**src/rtl/halfdup_pkg.sv**
```systemverilog
// Shared types and constants for the half-duplex pin initiator.
package halfdup_pkg;

  typedef enum logic [2:0] {
    IDLE,
    TX_START,
    TX_DATA,
    TURN,
    RX_WAIT,
    RX_START,
    RX_DATA,
    RSP
  } state_t;

  localparam logic START_LEVEL = 1'b1;

  function automatic int max2(input int a, input int b);
    return (a > b) ? a : b;
  endfunction

endpackage

```
**src/rtl/halfdup_pin_initiator_if.sv**
```systemverilog
// Core-side request/response handshake plus the split view of the bidirectional pin.
interface halfdup_pin_initiator_if #(
  parameter int DATA_W = 8
);

  // Handshake: a word moves on a rising edge where valid and ready are both high;
  // valid and its payload hold steady until that edge, and ready may be low at any time.
  logic              req_valid;
  logic              req_ready;
  logic [DATA_W-1:0] req_data;
  logic              rsp_valid;
  logic              rsp_ready;
  logic [DATA_W-1:0] rsp_data;
  logic              rsp_tmo;
  logic              pin_i;
  logic              pin_o;
  logic              pin_oe;

  modport master (
    input  req_valid, req_data, rsp_ready, pin_i,
    output req_ready, rsp_valid, rsp_data, rsp_tmo, pin_o, pin_oe
  );

  modport slave (
    output req_valid, req_data, rsp_ready, pin_i,
    input  req_ready, rsp_valid, rsp_data, rsp_tmo, pin_o, pin_oe
  );

endinterface

```
**src/rtl/halfdup_bit_timer.sv**
```systemverilog
// Loadable down-counter; done_o is high once the loaded count has run out.
module halfdup_bit_timer #(
  parameter int W = 3
) (
  input  logic         clk,
  input  logic         rst,
  input  logic         load_i,
  input  logic [W-1:0] load_val_i,
  output logic         done_o
);

  logic [W-1:0] cnt_q;

  always_ff @(posedge clk) begin
    if (rst) begin
      cnt_q <= '0;
    end else if (load_i) begin
      cnt_q <= load_val_i;
    end else if (cnt_q != '0) begin
      cnt_q <= cnt_q - W'(1);
    end
  end

  // Loading N-1 makes done_o rise on the Nth edge after the load.
  assign done_o = (cnt_q == '0);

endmodule

```
**src/rtl/halfdup_pin_initiator.sv**
```systemverilog
// Initiator of a single-wire half-duplex link: sends a framed request word,
// releases the pin, then receives the responder's framed reply or times out.
module halfdup_pin_initiator
  import halfdup_pkg::*;
#(
  parameter int DATA_W   = 8,
  parameter int CPB      = 4,
  parameter int TURN_CYC = 2,
  parameter int TIMEOUT  = 64
) (
  input  logic                     clk,
  input  logic                     rst,
  halfdup_pin_initiator_if.master  bus,
  output state_t                   state_o
);

  localparam int RX_START_CYC = CPB + CPB / 2;
  localparam int TMR_W        = $clog2(max2(RX_START_CYC, TURN_CYC));
  localparam int BIT_W        = $clog2(DATA_W + 1);
  localparam int TMO_W        = $clog2(TIMEOUT + 1);

  localparam logic [TMR_W-1:0] LD_BIT   = TMR_W'(CPB - 1);
  localparam logic [TMR_W-1:0] LD_TURN  = TMR_W'(TURN_CYC - 1);
  localparam logic [TMR_W-1:0] LD_RXS   = TMR_W'(RX_START_CYC - 1);
  localparam logic [BIT_W-1:0] LAST_BIT = BIT_W'(DATA_W - 1);
  localparam logic [TMO_W-1:0] TMO_LAST = TMO_W'(TIMEOUT - 1);

  state_t            state_q;
  logic [DATA_W-1:0] shift_q;
  logic [BIT_W-1:0]  bit_q;
  logic [TMO_W-1:0]  tmo_q;
  logic              req_ready_q;
  logic              rsp_valid_q;
  logic [DATA_W-1:0] rsp_data_q;
  logic              rsp_tmo_q;
  logic              pin_o_q;
  logic              pin_oe_q;

  logic              tmr_load;
  logic [TMR_W-1:0]  tmr_val;
  logic              tmr_done;
  logic [DATA_W-1:0] rx_word;

  // Received bits enter at the MSB so the first (LSB) bit ends up at bit 0.
  assign rx_word = {bus.pin_i, shift_q[DATA_W-1:1]};

  halfdup_bit_timer #(.W(TMR_W)) u_timer (
    .clk        (clk),
    .rst        (rst),
    .load_i     (tmr_load),
    .load_val_i (tmr_val),
    .done_o     (tmr_done)
  );

  always_comb begin
    tmr_load = 1'b0;
    tmr_val  = LD_BIT;
    case (state_q)
      IDLE:     tmr_load = bus.req_valid;
      TX_START: tmr_load = tmr_done;
      TX_DATA: begin
        tmr_load = tmr_done;
        if (bit_q == LAST_BIT) tmr_val = LD_TURN;
      end
      RX_WAIT: begin
        tmr_load = (bus.pin_i == START_LEVEL);
        tmr_val  = LD_RXS;
      end
      RX_START: tmr_load = tmr_done;
      RX_DATA:  tmr_load = tmr_done && (bit_q != LAST_BIT);
      default:  tmr_load = 1'b0;
    endcase
  end

  always_ff @(posedge clk) begin
    if (rst) begin
      state_q     <= IDLE;
      shift_q     <= '0;
      bit_q       <= '0;
      tmo_q       <= '0;
      req_ready_q <= 1'b1;
      rsp_valid_q <= 1'b0;
      rsp_data_q  <= '0;
      rsp_tmo_q   <= 1'b0;
      pin_o_q     <= 1'b0;
      pin_oe_q    <= 1'b0;
    end else begin
      case (state_q)
        IDLE: begin
          if (bus.req_valid && req_ready_q) begin
            shift_q     <= bus.req_data;
            req_ready_q <= 1'b0;
            pin_oe_q    <= 1'b1;
            pin_o_q     <= START_LEVEL;
            state_q     <= TX_START;
          end
        end
        TX_START: begin
          if (tmr_done) begin
            pin_o_q <= shift_q[0];
            bit_q   <= '0;
            state_q <= TX_DATA;
          end
        end
        TX_DATA: begin
          if (tmr_done) begin
            if (bit_q == LAST_BIT) begin
              pin_oe_q <= 1'b0;
              pin_o_q  <= 1'b0;
              state_q  <= TURN;
            end else begin
              pin_o_q <= shift_q[1];
              shift_q <= {1'b0, shift_q[DATA_W-1:1]};
              bit_q   <= bit_q + BIT_W'(1);
            end
          end
        end
        TURN: begin
          if (tmr_done) begin
            tmo_q   <= '0;
            state_q <= RX_WAIT;
          end
        end
        RX_WAIT: begin
          // A start bit on the last allowed cycle still wins over the timeout.
          if (bus.pin_i == START_LEVEL) begin
            bit_q   <= '0;
            state_q <= RX_START;
          end else if (tmo_q == TMO_LAST) begin
            rsp_valid_q <= 1'b1;
            rsp_tmo_q   <= 1'b1;
            rsp_data_q  <= '0;
            state_q     <= RSP;
          end else begin
            tmo_q <= tmo_q + TMO_W'(1);
          end
        end
        RX_START: begin
          if (tmr_done) begin
            shift_q <= rx_word;
            bit_q   <= BIT_W'(1);
            state_q <= RX_DATA;
          end
        end
        RX_DATA: begin
          if (tmr_done) begin
            if (bit_q == LAST_BIT) begin
              rsp_data_q  <= rx_word;
              rsp_tmo_q   <= 1'b0;
              rsp_valid_q <= 1'b1;
              state_q     <= RSP;
            end else begin
              shift_q <= rx_word;
              bit_q   <= bit_q + BIT_W'(1);
            end
          end
        end
        RSP: begin
          if (bus.rsp_ready) begin
            rsp_valid_q <= 1'b0;
            req_ready_q <= 1'b1;
            state_q     <= IDLE;
          end
        end
        default: state_q <= IDLE;
      endcase
    end
  end

  assign bus.req_ready = req_ready_q;
  assign bus.rsp_valid = rsp_valid_q;
  assign bus.rsp_data  = rsp_data_q;
  assign bus.rsp_tmo   = rsp_tmo_q;
  assign bus.pin_o     = pin_o_q;
  assign bus.pin_oe    = pin_oe_q;
  assign state_o       = state_q;

endmodule

```
**src/flat_wrapper.sv**
```systemverilog
// flat-port wrapper written by rule: the top's interface ports become plain ports
module halfdup_pin_initiator_flat import halfdup_pkg::*;
#(
  parameter int DATA_W   = 8,
  parameter int CPB      = 4,
  parameter int TURN_CYC = 2,
  parameter int TIMEOUT  = 64
)
  (clk, rst, state_o, bus_req_valid, bus_req_data, bus_rsp_ready, bus_pin_i, bus_req_ready, bus_rsp_valid, bus_rsp_data, bus_rsp_tmo, bus_pin_o, bus_pin_oe);
  halfdup_pin_initiator_if #(.DATA_W(DATA_W)) bus_i ();
  input  logic clk;
  input  logic rst;
  output state_t state_o;
  input wire logic [$bits(bus_i.req_valid)-1:0] bus_req_valid;
  input wire logic [$bits(bus_i.req_data)-1:0] bus_req_data;
  input wire logic [$bits(bus_i.rsp_ready)-1:0] bus_rsp_ready;
  input wire logic [$bits(bus_i.pin_i)-1:0] bus_pin_i;
  output wire logic [$bits(bus_i.req_ready)-1:0] bus_req_ready;
  output wire logic [$bits(bus_i.rsp_valid)-1:0] bus_rsp_valid;
  output wire logic [$bits(bus_i.rsp_data)-1:0] bus_rsp_data;
  output wire logic [$bits(bus_i.rsp_tmo)-1:0] bus_rsp_tmo;
  output wire logic [$bits(bus_i.pin_o)-1:0] bus_pin_o;
  output wire logic [$bits(bus_i.pin_oe)-1:0] bus_pin_oe;
  assign bus_i.req_valid = bus_req_valid;
  assign bus_i.req_data = bus_req_data;
  assign bus_i.rsp_ready = bus_rsp_ready;
  assign bus_i.pin_i = bus_pin_i;
  assign bus_req_ready = bus_i.req_ready;
  assign bus_rsp_valid = bus_i.rsp_valid;
  assign bus_rsp_data = bus_i.rsp_data;
  assign bus_rsp_tmo = bus_i.rsp_tmo;
  assign bus_pin_o = bus_i.pin_o;
  assign bus_pin_oe = bus_i.pin_oe;
  halfdup_pin_initiator #(.DATA_W(DATA_W), .CPB(CPB), .TURN_CYC(TURN_CYC), .TIMEOUT(TIMEOUT)) u_core (.clk(clk), .rst(rst), .bus(bus_i), .state_o(state_o));
endmodule
```
**config.mk**
```make
export PLATFORM = sky130hd
export DESIGN_NAME = halfdup_pin_initiator_flat
export DESIGN_NICKNAME = d
export VERILOG_FILES = /design/src/rtl/halfdup_pkg.sv /design/src/rtl/halfdup_pin_initiator_if.sv /design/src/rtl/halfdup_bit_timer.sv /design/src/rtl/halfdup_pin_initiator.sv /design/src/flat_wrapper.sv
export SDC_FILE = /design/constraint.sdc
export NUM_CORES = 1
export LEC_CHECK = 0
export ABC_AREA = 1
export CAP_MARGIN = 20
export CORE_MARGIN = 3
export CORE_UTILIZATION = 35
export CTS_BUF_LIST = sky130_fd_sc_hd__clkbuf_4 sky130_fd_sc_hd__clkbuf_8 sky130_fd_sc_hd__clkbuf_16
export DETAILED_ROUTE_END_ITERATION = 10
export SYNTH_ARGS = -nofsm -noshare
export SYNTH_HDL_FRONTEND = slang
export SYNTH_SLANG_ARGS = --single-unit
```
**constraint.sdc**
```tcl
create_clock -name clk -period 1.7 [get_ports clk]
set_clock_uncertainty 0.2 [all_clocks]
set_input_delay 0.255 -clock clk [delete_from_list [all_inputs] [get_ports clk]]
set_output_delay 0.255 -clock clk [all_outputs]
set_load 0.03 [all_outputs]
```
Word level (Yosys, flattened, before mapping)
Cells that the tools add are included.
- register bits: 38
- output and inout port bits: 16
- word-level logic and storage cells: 124
- add/subtract/negate cells: 3
- equality and inequality tests: 28
- mux-type cells: 57
- reduce and logical (&&, ||, !) cells: 25
- operator list (kind ; number):
    8-bit two-way mux ; 10
    3-bit two-way mux ; 13
    8-bit one-hot mux with 4 select lines ; 1
    3-bit one-hot mux with 8 select lines ; 1
    7-bit two-way mux ; 3
    4-bit two-way mux ; 5
    2-bit by 1-bit != test with 1-bit output (second input constant) ; 10
    4-bit one-hot mux with 4 select lines ; 1
    8-bit one-hot mux with 2 select lines ; 1
    2-bit != test (second input constant) ; 7
    7-bit one-hot mux with 2 select lines ; 1
    1-bit two-way mux ; 13
    3-bit == test (second input constant) ; 4
    4-bit AND reduction ; 3
    6-bit AND reduction ; 2
    10-bit AND reduction ; 1
    2-bit nonzero test ; 5
    3-bit nonzero test ; 3
    4-bit nonzero test ; 2
    7-bit by 1-bit adder with 7-bit output (second input constant) ; 1
    7-bit by 6-bit == test with 1-bit output (second input constant) ; 1
    7-bit AND reduction ; 1
    3-bit by 2-bit == test with 1-bit output (second input constant) ; 2
    3-bit logical NOT ; 2
    16 further kinds ; 20

Logic depth before layout (Yosys ltp)
Gate-level depths: netlist of run 1.
- depth in word-level cells: 4
- mapped depth: 12

Hierarchy
From an unflattened synthesis of run 1, not the netlist that was laid out.
- cells, all modules: 369
- area, all modules: 2289.7 um2
- modules (own cells, without submodules) (module ; times used ; cells an instance ; area an instance (um2) ; seq. area each (um2)):
    halfdup_pin_initiator ; 1 ; 341 ; 2090.8 ; 700.7
    halfdup_bit_timer ; 1 ; 28 ; 198.9 ; 60.1

Least setup slack after synthesis of run 1
Ideal clock, no wire load.
- kind: register to register
- start: register u_core.state_q[1], in the netlist u_core.state_o[1]
- end: register u_core.tmo_q[0]
- setup time: 114 ps
- data arrival time: 1568 ps
- data required time: 1386 ps
- slack: -182 ps
- stages on the path, launching flop included: 10
- clock period less this slack: 1882 ps
- cells stage by stage: dfxtp_1 -> buf_4 -> nand2_1 -> nor2_1 -> nand2_1 -> nand2_1 -> inv_1 -> nand2_2 -> xor2_1 -> nor2_1
- cells in the longest elaborated chain, start to end: 3
- elaborated cells between the ends (all ways): 8
- those cells by class: eq/ne: 5; mux: 1; reduce/logical: 2
- RTL lines (what ; line ; RTL):
    start: declaration ; halfdup_pin_initiator.sv:28 ; state_t state_q;
    start signal: assignment ; halfdup_pin_initiator.sv:77 ; state_q <= IDLE;
    start signal: assignment ; halfdup_pin_initiator.sv:95 ; state_q <= TX_START;
    start signal: assignment ; halfdup_pin_initiator.sv:102 ; state_q <= TX_DATA;
    3-bit == test / 3-bit by 2-bit == test with 1-bit output (equally long branches) ; halfdup_pin_initiator.sv:88 ; case (state_q)
    2-bit != test (no line) (tied with other cells) ; - ;
    4-bit AND reduction (no line) ; - ;
    end signal: assignment ; halfdup_pin_initiator.sv:135 ; tmo_q <= tmo_q + TMO_W'(1);
    end: declaration ; halfdup_pin_initiator.sv:31 ; logic [TMO_W-1:0] tmo_q;
Parallel ways exist; a longest one is shown, timed or not.
A chain may end at the register's enable or synchronous reset.

Worst setup path in the final report of run 1
- start: register u_core.state_q[2], in the netlist u_core.state_o[2]
- end: register u_core.bit_q[0]
- cells in the longest elaborated chain, start to end: 4
- elaborated cells between the ends (all ways): 14
- those cells by class: eq/ne: 10; mux: 1; reduce/logical: 3
- RTL lines (what ; line ; RTL):
    3-bit by 2-bit == test with 1-bit output / 3-bit == test (equally long branches) ; halfdup_pin_initiator.sv:88 ;
    2-bit OR reduction (no line) ; - ;
    2-bit by 1-bit != test with 1-bit output (no line) (tied with other cells) ; - ;
    6-bit AND reduction (no line) ; - ;
    end signal: assignment ; halfdup_pin_initiator.sv:114 ; bit_q <= bit_q + BIT_W'(1);
    end signal: assignment ; halfdup_pin_initiator.sv:154 ; bit_q <= bit_q + BIT_W'(1);
    end: declaration ; halfdup_pin_initiator.sv:30 ; logic [BIT_W-1:0] bit_q;
Parallel ways exist; a longest one is shown, timed or not.

==> reports/results.tsv, run 1 <==
metric	value	unit
status	complete, but fails checks	
violations	negative setup slack	
cts.htree.levels	2	
place.gp.congestion	0.8699	
grt_pass1_vias	2312	
grt_max_degree	13	
max-vdd-ir-drop	0.0007524	V
row_count	28	
ctsHoldBuffers	0	
vias_per_cell	4.784	
die_width	85.97	µm
cts_max_path_buffers	2	
worstPathArrival	1.73	ns
syn_inst	354	
setup_viol	1	
p_per_area	1557	nW/µm²
cts.sinks	38	
yosysWarningCount	0	
min_period	1.703	ns
dp_hpwl	4544	µm
synth_top_area_share	33.99	%
avgSynthCellArea	6.323	µm²
fmax	587.2	MHz
synthesis.nets	371	
drt_first_iter_violations	99	
critPathMaxFanout	6	
rsz0062_at_grt	true	
ys_seq_area_share	33.99	%
worst-setup-path-type	reg2reg	
dieArea	7391	µm²
hold_path_class	reg2reg	
drv_cap	0	
layout_commonest_cell	nand2_1	
numCtsBuffers	5	
fp.dieH	85.97	µm
totalNegativeSetupSlack	-0.002920	ns
hold_viol	0	
io_buffer_count	28	
antenna_cells	0	
layout-drive-gt1-share	35.00	%
clk_pin_slew	0.07	ns
fillCellCount	591	
critical_path.cell_chain	clkinvlp_4 -> buf_6 -> nor2_4 -> nand2_1 -> nand2_1 -> nor2_2 -> nand2_2 -> buf_6 -> nand2_4 -> a21oi_2	
dpl.cell_count	492	
final_nets	456	
ys_ff_latch	38	
final_cells	515	
wirelength	6464	µm
tightest_slew	0.3176	ns
netlist_area	2238	µm²
cts_tree	done	
final_cell_mix	nand2_1 (87), buf_4 (54), nor2_1 (35)	
cts_root_buffer	clkbuf_8	
floorplan.initialDensity	36.93	%
drtPass1Iterations	4	
worstPathRequired	1.73	ns
synthTopCellsByArea	dfxtp_1 (34%), nand2_1 (19%), nor2_1 (7.4%)	
grt_overflow	0	
critPathCaptureType	flip-flop	
slowest_delay	0.38	ns
area_growth	52.71	%
ant_nets	0	
rrSetupSlack	-0.003	ns
synth_cell_types	27	
fin_crit_sh	100.2	%
slew_headroom	78.91	%
antenna_found_initial	0	
power.leakage	1.593	nW
wl_per_cell	12.55	µm
grt_pass1_wl	10590	µm
io_pins	29	
drcViolationCount	0	
grt_usage	17.85	%
worst_skew_pair.late_latency	0.30	ns
fin_ws	-0.002920	ns
core_area	6061	µm²
synth_top_area_cell	dfxtp_1	
crit_slowest_cell	dfxtp_4	
via_count	2464	
startpoint_type	flip-flop	
slew_viol_final	0	
[power breakdown]
part           internal, mW  switching (mW)
logic                  1.42            1.93
registers              1.12           0.188
clock network         0.326           0.340
total                  2.87            2.46
[synthesized netlist by cell type]
library cell,count
dfxtp_1,38
clkbuf_1,5
buf_6,3
ha_1,4
nor3_1,4
o21ai_0,6
inv_1,39
nor2_4,2
buf_4,2
xor2_1,5
nand4_4,1
xnor2_1,1
and2_1,1
nand3_1,32
nor3b_1,1
nor2_2,4
nor2_1,44
a21boi_0,1
a21oi_1,27
nand2_4,1
inv_2,1
nand4_1,13
nand2_2,3
or2_2,1
nand2_1,113
buf_2,1
nand3_2,1
[stage by stage]
stage	total power [mW]	instance area, µm²	worst slack, ns	utilization (%)	hold slack (ns)
after floorplan	2.988	2256	0.001216	-	0.1516
after global placement	3.875	2899	-0.1134	47.83	0.2535
after detailed placement	3.921	2899	-0.1791	47.83	0.2549
after CTS	4.930	3176	-0.0007705	52.39	0.2637
after global routing	5.755	3418	-0.08607	56.40	0.2786
final	5.324	3418	-0.002920	56.40	0.2617
[what timing repair did]
item,CTS,global route
buffers inserted,7,7
pin swaps,9,9
endpoints found under the hold margin,0,0
resized for setup,55,61
endpoints found under the setup margin,47,38
cloned,1,0
[kinds of logic after synthesis]
group	count (synthesis)	synth area share (%)
xor gates and xnor gates	6	2.348
buffers and inverters	51	9.949
and+or+nand+nor	221	43.77
adders and majority gates	4	2.236
DFF	38	33.99
AOI/OAI and AO/OA	34	7.714
[critical path, delay by kind of cell, from the launching register on]
family / cells / cell delay, ns
flip-flops: 1 / 0.38
AND/OR/NAND/NOR: 6 / 0.45
AO/OA/AOI/OAI: 1 / 0.12
buffers and inverters: 3 / 0.48
[sequential cells by signal, summed over array words and instances (netlist names)]
signal / flops
u_core.bus.rsp_valid: 1
u_core.bit_q: 4
u_core.bus.pin_o: 1
u_core.state_o: 3
u_core.bus.rsp_tmo: 1
u_core.bus.pin_oe: 1
u_core.bus.req_ready: 1
u_core.tmo_q: 7
u_core.shift_q: 8
u_core.u_timer.cnt_q: 3
u_core.bus.rsp_data: 8
[layer usage]
layer | part of all wire [%] | GRT usage (%) | wire length [µm] | vias to the layer above
met5 | 0 | 0 | 0 | -
li1 | - | - | - | 1302
met1 | 47 | 22.33 | 3006 | 1118
met3 | 3.6 | 4.131 | 231 | 4
met2 | 49 | 31.11 | 3177 | 40
met4 | 0.74 | 3.741 | 48 | 0
[path summary, 6_finish.rpt]
kind / start / endpoint / cells after the start
hold / removal: u_core.bus.rsp_data[0] / u_core.bus.rsp_data[0] / 2
setup reg to reg: u_core.state_o[2] / u_core.bit_q[0] / 10
setup / recovery: u_core.state_o[2] / u_core.bit_q[0] / 10
hold reg to reg: u_core.bus.rsp_data[0] / u_core.bus.rsp_data[0] / 2
[cell type report]
cell class	instances	area, µm²	area share [%]
clock buffers	6	82.58	2.416
clock inverters	2	12.51	0.3660
inverters	40	162.7	4.758
multi-input cells	266	1554	45.46
flip-flops and latches	38	778.2	22.77
well taps	75	93.84	2.745
repair buffers	88	734.5	21.49
No activity file was read; power rests on OpenSTA's default activity.
==> run 2: changes to the inputs <==
Settings changed: CORE_MARGIN 3 to 2.
==> run 2 against run 1 <==
Compared with the run above: the flow now finishes without violations; core utilization is 2.4 points lower; largest power group unchanged; clock-buffer cell count is 1 lower; combinational power is 4% lower; global-route usage is 0.70 points higher; register-to-register slack better by 0.02 ns.
==> reports/results.tsv, run 2 (synthesis gave the netlist of run 1 again) <==
metric	value	unit	change
worst_hold_path.endpoint	u_core.bus.rsp_data[3]		
power.leakage	1.579	nW	-0.85%
dpl.cell_count	493		+0.20%
wl_per_cell	12.88	µm	+2.6%
r2r-start	u_core.u_timer.cnt_q[1]		
antenna_cells	0		unchanged
drv_cap	0		unchanged
min-delay-start	u_core.bus.rsp_data[3]		
cts.htree.levels	2		unchanged
critical_path.cell_chain	inv_2 -> ha_4 -> nand2_4 -> buf_6 -> nand2_2 -> nand2_1 -> nor2_2 -> nand2_2 -> inv_2 -> nand3_1 -> a21oi_1		
final_cells	517		+0.39%
wirelength	6661	µm	+3.0%
r2r_end	u_core.bit_q[1]		
critPathMaxFanout	5		-1
tightest_slew	0.3375	ns	+0.01985 ns
via_count	2510		+1.9%
row_count	29		+3.6%
ctsHoldBuffers	0		unchanged
fillCellCount	627		+6.1%
clk_pin_slew	0.08	ns	about the same
drt_first_iter_violations	168		+70%
fmax	593.9	MHz	+1.1%
p_per_area	1563	nW/µm²	+0.37%
io_pins	29		unchanged
hold_viol	0		unchanged
core_area	6277	µm²	+3.6%
final_cell_mix	nand2_1 (96), buf_4 (53), nor2_1 (37)		
layout_commonest_cell	nand2_1		
io_buffer_count	28		unchanged
numCtsBuffers	5		unchanged
floorplan.initialDensity	35.66	%	-1.3 points
crit_slowest_cell	dfxtp_2		
final_nets	456		unchanged
worst_skew_pair.late_latency	0.30	ns	about the same
cts_tree	done		
critPathTopFamily	simple AND/OR/NAND/NOR gates		
slew_headroom	77.42	%	-1.5 points
critPathCaptureType	flip-flop		
worstPathArrival	1.72	ns	about the same
hold_depth	2		unchanged
grt_pass1_wl	10650	µm	+0.52%
vias_per_cell	4.855		+1.5%
startpoint_type	flip-flop		
fin_ws	0.01634	ns	+0.01926 ns
fp.dieH	83.97	µm	-2.3%
max-vdd-ir-drop	0.0008082	V	+7.4%
cts_root_buffer	clkbuf_8		
worst-setup-path-type	reg2reg		
drcViolationCount	0		unchanged
area_growth	51.37	%	
status	finished, final reports clean		
grt_overflow	0		unchanged
slew_viol_final	0		unchanged
cts_max_path_buffers	2		unchanged
rrSetupSlack	0.02	ns	+0.02 ns
worstPathRequired	1.73	ns	about the same
grt_max_degree	14		+1
ant_nets	0		unchanged
drtPass1Iterations	4		unchanged
setup_viol	0		-1
cp_num_buf_inv	3		unchanged
cts.sinks	38		unchanged
die_width	83.97	µm	-2.3%
hold_path_class	reg2reg		
place.gp.congestion	0.8160		-6.2%
layout-drive-gt1-share	31.59	%	-3.4 points
post-route-util	53.98	%	-2.4 points
slowest_delay	0.33	ns	-0.05 ns
grt_usage	18.54	%	+0.70 points
dp_hpwl	4432	µm	-2.5%
reg2regPathDepth	11		+1
rsz0062_at_grt	true		
fin_crit_sh	99.04	%	-1.1 points
post-place-ws	-0.1526	ns	+0.02655 ns
dieArea	7051	µm²	-4.6%
min_period	1.684	ns	-0.01926 ns
grt_pass1_vias	2281		-1.3%
antenna_found_initial	0		unchanged
[run 2: worst max-delay path by stage]
stage,depth (start not counted),end,slack (ns),from
after detailed placement,7,u_core.shift_q[1],-0.15,bus_req_valid
after global placement,6,u_core.bus.rsp_data[6],-0.13,bus_pin_i
final,11,u_core.bit_q[1],0.02,u_core.u_timer.cnt_q[1]
after floorplan,11,u_core.bus.rsp_data[5],0.001,u_core.bit_q[0]
after global routing,9,u_core.tmo_q[0],-0.07,u_core.tmo_q[0]
after CTS,9,u_core.u_timer.cnt_q[1],-0.01,u_core.u_timer.cnt_q[1]
[run 2: layout make-up]
type                            instances  area [µm²]  share of cell area [%]
Multi-Input combinational cell        267        1516                   44.76
Sequential cell                        38       774.5                   22.86
Timing Repair Buffer                   87       732.0                   21.60
Inverter                               40       156.4                   4.616
Tap cell                               77       96.34                   2.843
Clock buffer                            5       68.82                   2.031
Clock inverter                          3       43.79                   1.292
[run 2: timing repair]
action / CTS / global route
endpoints found under the setup margin: 50 / 38
resized for setup: 40 / 55
pin swaps: 6 / 26
cloned: 1 / 1
setup buffers: 0 / 14
[run 2: worst register-to-register path: stages, from the launching register on]
cell,delay [ns]
dfxtp_2,0.33
inv_2,0.07
ha_4,0.13
nand2_4,0.06
buf_6,0.14
nand2_2,0.09
nand2_1,0.07
nor2_2,0.12
nand2_2,0.10
inv_2,0.10
nand3_1,0.07
a21oi_1,0.13
[run 2: per-layer routing]
metal | track usage, % | share of wire (%) | vias up
met3 | 3.660 | 4.4 | 7
met5 | 0 | 0 | -
met4 | 4.399 | 1.2 | 0
li1 | - | - | 1300
met1 | 25.30 | 47 | 1138
met2 | 30.18 | 47 | 65
[run 2: per-stage QoR]
stage                     hold slack [ns]  instance area [µm²]  TNS (ns)  power (mW)
final                              0.2654                 3388         0       5.296
after global routing               0.2781                 3388   -0.8505       5.749
after CTS                          0.2656                 3094  -0.02219       4.843
after detailed placement           0.2542                 2894    -2.869       3.858
after global placement             0.2495                 2894    -2.155       3.833
after floorplan                    0.1516                 2256         0       2.988
[run 2: power by group]
part	leakage [nW]	total (mW)	internal [mW]	switching, mW
sequential	0.314	1.30	1.11	0.187
clock	0.0547	0.787	0.438	0.349
combinational	1.21	3.21	1.35	1.86
total	1.58	5.30	2.90	2.39
